### src/rtl/updn_counter.sv
// updn_counter: up/down counter over 0..MAX_VAL with wrap or saturate boundaries, tc pulse and sticky ovf/unf flags.
// Define UPDN_CMP_EN to add the cmp_val input and the registered cmp_hit output.
module updn_counter #(
  parameter int          WIDTH   = 8,
  parameter int unsigned MAX_VAL = 255,
  parameter int          SAT     = 0
) (
  input  logic             clk,
  input  logic             clr,
  input  logic             en,
  input  logic             updwn,
  input  logic             ld,
  input  logic [WIDTH-1:0] load_val,
  input  logic             flag_clr,
  output logic [WIDTH-1:0] q,
  output logic             tc,
  output logic             ovf,
  output logic             unf
`ifdef UPDN_CMP_EN
  ,
  input  logic [WIDTH-1:0] cmp_val,
  output logic             cmp_hit
`endif
);
  localparam logic [WIDTH-1:0] MAX = WIDTH'(MAX_VAL);
  localparam bit SATB = SAT != 0;
  logic             at_max, at_zero, up_evt, dn_evt;
  logic [WIDTH-1:0] q_nxt, up_nxt, dn_nxt;
  assign at_max  = q == MAX;
  assign at_zero = q == '0;
  // Load takes priority over counting, so a boundary is only an event when ld is low.
  assign up_evt  = en & ~ld & ~updwn & at_max;
  assign dn_evt  = en & ~ld & updwn & at_zero;
  assign up_nxt  = at_max ? (SATB ? q : '0) : q + 1'b1;
  assign dn_nxt  = at_zero ? (SATB ? q : MAX) : q - 1'b1;
  assign q_nxt   = ld ? (load_val > MAX ? MAX : load_val) : !en ? q : updwn ? dn_nxt : up_nxt;
  always_ff @(posedge clk or posedge clr)
    if (clr) begin
      q   <= '0;
      tc  <= 1'b0;
      ovf <= 1'b0;
      unf <= 1'b0;
    end else begin
      q   <= q_nxt;
      tc  <= up_evt | dn_evt;
      ovf <= up_evt | (ovf & ~flag_clr);
      unf <= dn_evt | (unf & ~flag_clr);
    end
`ifdef UPDN_CMP_EN
  always_ff @(posedge clk or posedge clr)
    if (clr) cmp_hit <= 1'b0;
    else     cmp_hit <= q_nxt == cmp_val;
`endif
endmodule

### config.mk
export PLATFORM = sky130hd
export DESIGN_NAME = updn_counter
export DESIGN_NICKNAME = d
export VERILOG_FILES = /design/src/rtl/updn_counter.sv
export SDC_FILE = /design/constraint.sdc
export NUM_CORES = 1
export LEC_CHECK = 0
export ABC_AREA = 1
export CAP_MARGIN = 10
export CORE_ASPECT_RATIO = 1.4
export CORE_UTILIZATION = 35
export DETAILED_ROUTE_END_ITERATION = 8
export PLACE_DENSITY = 0.63
export SYNTH_ARGS = -nofsm -noshare
export SYNTH_HDL_FRONTEND = slang
export SYNTH_SLANG_ARGS = --single-unit
### constraint.sdc
create_clock -name clk -period 1.3 [get_ports clk]
set_input_delay 0.195 -clock clk [delete_from_list [all_inputs] [get_ports clk]]
set_output_delay 0.195 -clock clk [all_outputs]
set_load 0.03 [all_outputs]
======== Word-level counts from Yosys, hierarchy flattened ========
Cells that the tools add are included.
operators by class
  div/mod/pow operators ................... 0
  order comparisons ....................... 1
  reduce and logical (&&, ||, !) cells .... 2
  shift operators ......................... 0
  muxes and demuxes ....................... 6
  equal/unequal tests ..................... 1
  multiply operators ...................... 0
  bitwise logic cells ..................... 13
  $add $sub $neg .......................... 2
operator list
  operator             number
  $mux 8               6
  $add 8x1->8 const B  1
  $eq 8x8->1 const B   1
  $gt 8x8->1 const B   1
  $logic_not 8->1      1
  $sub 8x1->8 const B  1
  $and 1x1->1          7
  $not 1->1            3
  $or 1x1->1           3
  $reduce_bool 2->1    1
storage, ports and cells
  bits in read-only memories .............. 0
  memory bits (writable) .................. 0
  output and inout port bits .............. 11
  flip-flop bits (word level) ............. 11
  bits of input ports ..................... 14
  memories kept ........................... 0
  latch bits .............................. 0

======== Longest topological paths before layout ========
  depth in word-level cells ............... 5
  mapped depth ............................ 9

======== Worst setup path before layout ========
OpenSTA, ideal clock, no wires.
  kind .................................... register -> register
  start ................................... reg q[0]
  end ..................................... reg q[6]
  path slack .............................. -0.239 ns
  cell stages (with the launch flop) ...... 10
  period minus slack after synthesis ...... 1.539 ns
  arrival time ............................ 1.418 ns
  setup time .............................. 0.121 ns
  cell sequence ........................... dfrtp_1 inv_1 ha_1 inv_1 nor2_1 nand3_1 nand2_1 nand2_1 nand3_1 nand2_1
between the ends
  word-level cells in the longest chain between the ends .. 5
RTL lines
  what                                 RTL line  source
  from (decl)                          15        output logic [WIDTH-1:0] q,
  from (signal assigned)               44        q <= q_nxt;
  $add 8x1->8 (tied with other cells)  34        assign up_nxt = at_max ? (SATB ? q : '0) : q + 1'b1;
  $mux 8, on equally long branches     34, 35
  $mux 8 (*) (3 in a row)              36        assign q_nxt = ld ? (load_val > MAX ? MAX : load_val) : !en ? q : updwn ? dn_nxt : up_nxt;
Every way passes the cells marked *; elsewhere a longest branch is shown, timed or not. The select of a mux whose other input is x is not followed.
A chain may end at the register's enable or synchronous reset.

======== Worst setup path after layout ========
  start ................................... reg q[0]
  end ..................................... reg q[7]
Same word-level chain as after synthesis.

==> impl_metrics.env <==
export IMPL_fin_crit_ns=1.31
export IMPL_critPathCaptureType="flop"
export IMPL_ys_warn_count=0
export IMPL_die_w_um=46.9
export IMPL_worstRegToRegCells=8
export IMPL_timing_hold_ws_ns=0.216
export IMPL_drt_initial_drc_count=22
export IMPL_root_buffer="clkbuf_4"
export IMPL_fin_setup_tns_ns=-0.0153
export IMPL_synth_fa_ha_area_frac=0.0379
export IMPL_yosys_top_cells_area="dfrtp_1, nand2_1, nand3_1"
export IMPL_ios=25
export IMPL_grt_overflow=0
export IMPL_placedCellCount=207
export IMPL_timing_rr_end="q[7]$_DFFE_PP0P_"
export IMPL_row_count=22
export IMPL_required_ns=1.51
export IMPL_combPwrFrac=0.464
export IMPL_synth_edf_count=0
export IMPL_syn_avg_cell_area_um2=7.07
export IMPL_post_drt_via_cell_ratio=4.88
export IMPL_grt_total_usage=0.207
export IMPL_area_growth_pct=46.6
export IMPL_drive_gt1_frac=0.381
export IMPL_ff2ff_setup_slack_ns=-0.008
export IMPL_dr_total_vias=1060
export IMPL_power_leakage_nw=0.727
export IMPL_yosysMostFrequentCell="nand2_1"
export IMPL_synth_top_family_by_area="simple AND/OR/NAND/NOR gates"
export IMPL_cp_data_arrival_time_ns=1.52
export IMPL_switching_share=0.412
export IMPL_fin_ws_ns=-0.00783
export IMPL_grt_max_degree=12
export IMPL_synth_simple_area_share=0.461
export IMPL_syn_num_nets=157
export IMPL_port_buffers=24
export IMPL_place_ws_ns=-0.180
export IMPL_synthCells=140
export IMPL_dieArea_mm2=0.00305
export IMPL_fillers=277
export IMPL_synth_top_area_cell="dfrtp_1"
export IMPL_synth_mux_area_frac=0
export IMPL_fin_crit_sh=1.01
export IMPL_fmax_ghz=0.765
export IMPL_critical_path_class="flop to flop"
export IMPL_synth_seq_cells=11
export IMPL_cts_buffers=3
export IMPL_layout_nets=199
export IMPL_first_pass_iters=4
export IMPL_rsz0062_at_grt="true"
export IMPL_synth_compound_area_share=0.0796
export IMPL_hold_violations=0
export IMPL_cts_sinks=11
export IMPL_antenna_found_initial=0
export IMPL_slew_headroom=0.643
export IMPL_n_antenna_cell=0
export IMPL_powerDensity_mw_per_mm2=891
export IMPL_cts_tree="built"
export IMPL_synth_xor_area_frac=0.0177
export IMPL_synth_commonest_cells="nand2_1, inv_1, nand3_1"
export IMPL_internal_power_uw=760
export IMPL_layout_cells_non_filler=217
export IMPL_drcViolationCount=0
export IMPL_skew_ns=0.00759
export IMPL_finalPower_mw=1.29
export IMPL_async_flop_share=1.00
export IMPL_p_clk_frac=0.193
export IMPL_seqPwrFrac=0.342
export IMPL_htree_levels=1
export IMPL_outcome="finished, violations left"
export IMPL_cp_max_fo=4
export IMPL_routabilityCongestion=0.829
export IMPL_grt_pass1_wl_um=4530
export IMPL_hold_buffers=0
export IMPL_initial_core_util=0.375
export IMPL_netlist_area_um2=990
export IMPL_tightest_slew_ns=0.533
export IMPL_rr_startpoint="q[0]$_DFFE_PP0P_"
export IMPL_ys_types=25
export IMPL_synth_yosys_seq_area_share=0.278
export IMPL_worst_ir_drop_vdd_uv=485
export IMPL_wl_um=2860
export IMPL_synth_top_area_frac=0.278
export IMPL_critPathLaunchType="flop"
export IMPL_crit_path_start="q[0]$_DFFE_PP0P_"
export IMPL_hold_class="input port to async pin"
export IMPL_endpoint="q[7]$_DFFE_PP0P_"
export IMPL_multi_input_area_um2=663
export IMPL_setup_viol=3
export IMPL_report_final_slew_viol_count=0
export IMPL_cts_max_path_buffers=2
export IMPL_die_h_um=64.9
export IMPL_core_mm2=0.00264
export IMPL_grt_pass1_vias=1047
export IMPL_violations="setup timing"
export IMPL_dp_hpwl_um=2050
export IMPL_seqCellArea_um2=283
export IMPL_wl_per_cell_um=13.2
export IMPL_synth_flop_cell="dfrtp_1"
export IMPL_maxCapViolations=0
export IMPL_switching_power_uw=533
export IMPL_clk_pin_slew_ns=0.08
export IMPL_insertion_delay_ns=0.28
export IMPL_drtAntennaViolNets=0
-- power groups by stage --
stage                     clock, mW  sequential (mW)  combinational, mW
after floorplan                   0            0.486              0.292
after global placement            0            0.453              0.492
after detailed placement          0            0.455              0.498
after CTS                     0.253            0.450              0.516
after global routing          0.275            0.450              0.653
final                         0.250            0.442              0.600
-- metal layers --
| metal | global-route usage | share of wire |
|---|---|---|
| met2 | 0.354 | 0.54 |
| met3 | 0.0334 | 0.032 |
| met4 | 0.0857 | 0.032 |
| met5 | 0 | 0 |
| met1 | 0.241 | 0.40 |
-- registers in the layout, summed over array words and instances (netlist names) --
register,flops
ovf,1
q,8
tc,1
unf,1
-- cell families (layout without fill, tap and decap cells) --
group                    after synthesis  after routing
AND/OR/NAND/NOR                       87             87
adder cells (fa/ha/maj)                3              3
buffers and inverters                 26             67
flip-flops                            11             11
XOR/XNOR                               2              2
AO/OA/AOI/OAI                         11             11
-- stage by stage --
step / area [µm²] / util
3_5_place_dp: 1330 / 0.502
5_1_grt: 1450 / 0.549
2_1_floorplan: 1020 / -
6_report: 1450 / 0.549
3_3_place_gp: 1330 / 0.502
4_1_cts: 1370 / 0.518
-- critical path, stage by stage (launching register included) --
cell,delay [ns]
dfrtp_2,0.46
ha_2,0.21
nand2_2,0.08
inv_2,0.06
nand3_4,0.08
nand2_2,0.08
nor2_4,0.14
nand2_2,0.07
nand3_2,0.06
-- repair_timing --
item | 4_1_cts | 5_1_grt
buffers inserted | 1 | 5
pin swaps | 2 | 6
setup endpoints to repair | 6 | 9
resized for setup | 6 | 15
-- cell type report --
| cell class | instances | area share |
|---|---|---|
| clock buffers | 4 | 0.0181 |
| inverters | 22 | 0.0586 |
| multi-input cells | 103 | 0.457 |
| flip-flops and latches | 11 | 0.195 |
| well taps | 36 | 0.0310 |
| repair buffers | 41 | 0.241 |
-- worst min path at each step --
stage,startpoint,end,slack [ns],depth (start not counted)
2_1_floorplan,clr,ovf$_DFF_PP0_,0.05,1
3_3_place_gp,unf$_DFF_PP0_,unf$_DFF_PP0_,0.51,2
3_5_place_dp,unf$_DFF_PP0_,unf$_DFF_PP0_,0.52,2
4_1_cts,clr,q[2]$_DFFE_PP0P_,0.23,2
5_1_grt,clr,q[2]$_DFFE_PP0P_,0.26,2
6_report,clr,q[2]$_DFFE_PP0P_,0.22,2
-- placed cells by master (no fill, tap or decap), types with 2 or more instances in the layout --
cell type and n:
xor2_1 2, dlygate4sd2_1 3, nor2_1 7, o21ai_2 2, nor2_2 6, dfrtp_2 6
nand2_1 35, nand3_2 2, a22oi_1 6, nand2_2 6, dfrtp_1 5, nor3_1 3
clkdlybuf4s50_1 13, clkbuf_4 3, buf_4 22, nand4_1 2, nor2_4 6, ha_4 2
nand3_1 16, buf_6 2, inv_2 5, inv_1 16
No activity file was read; power rests on OpenSTA's default activity.
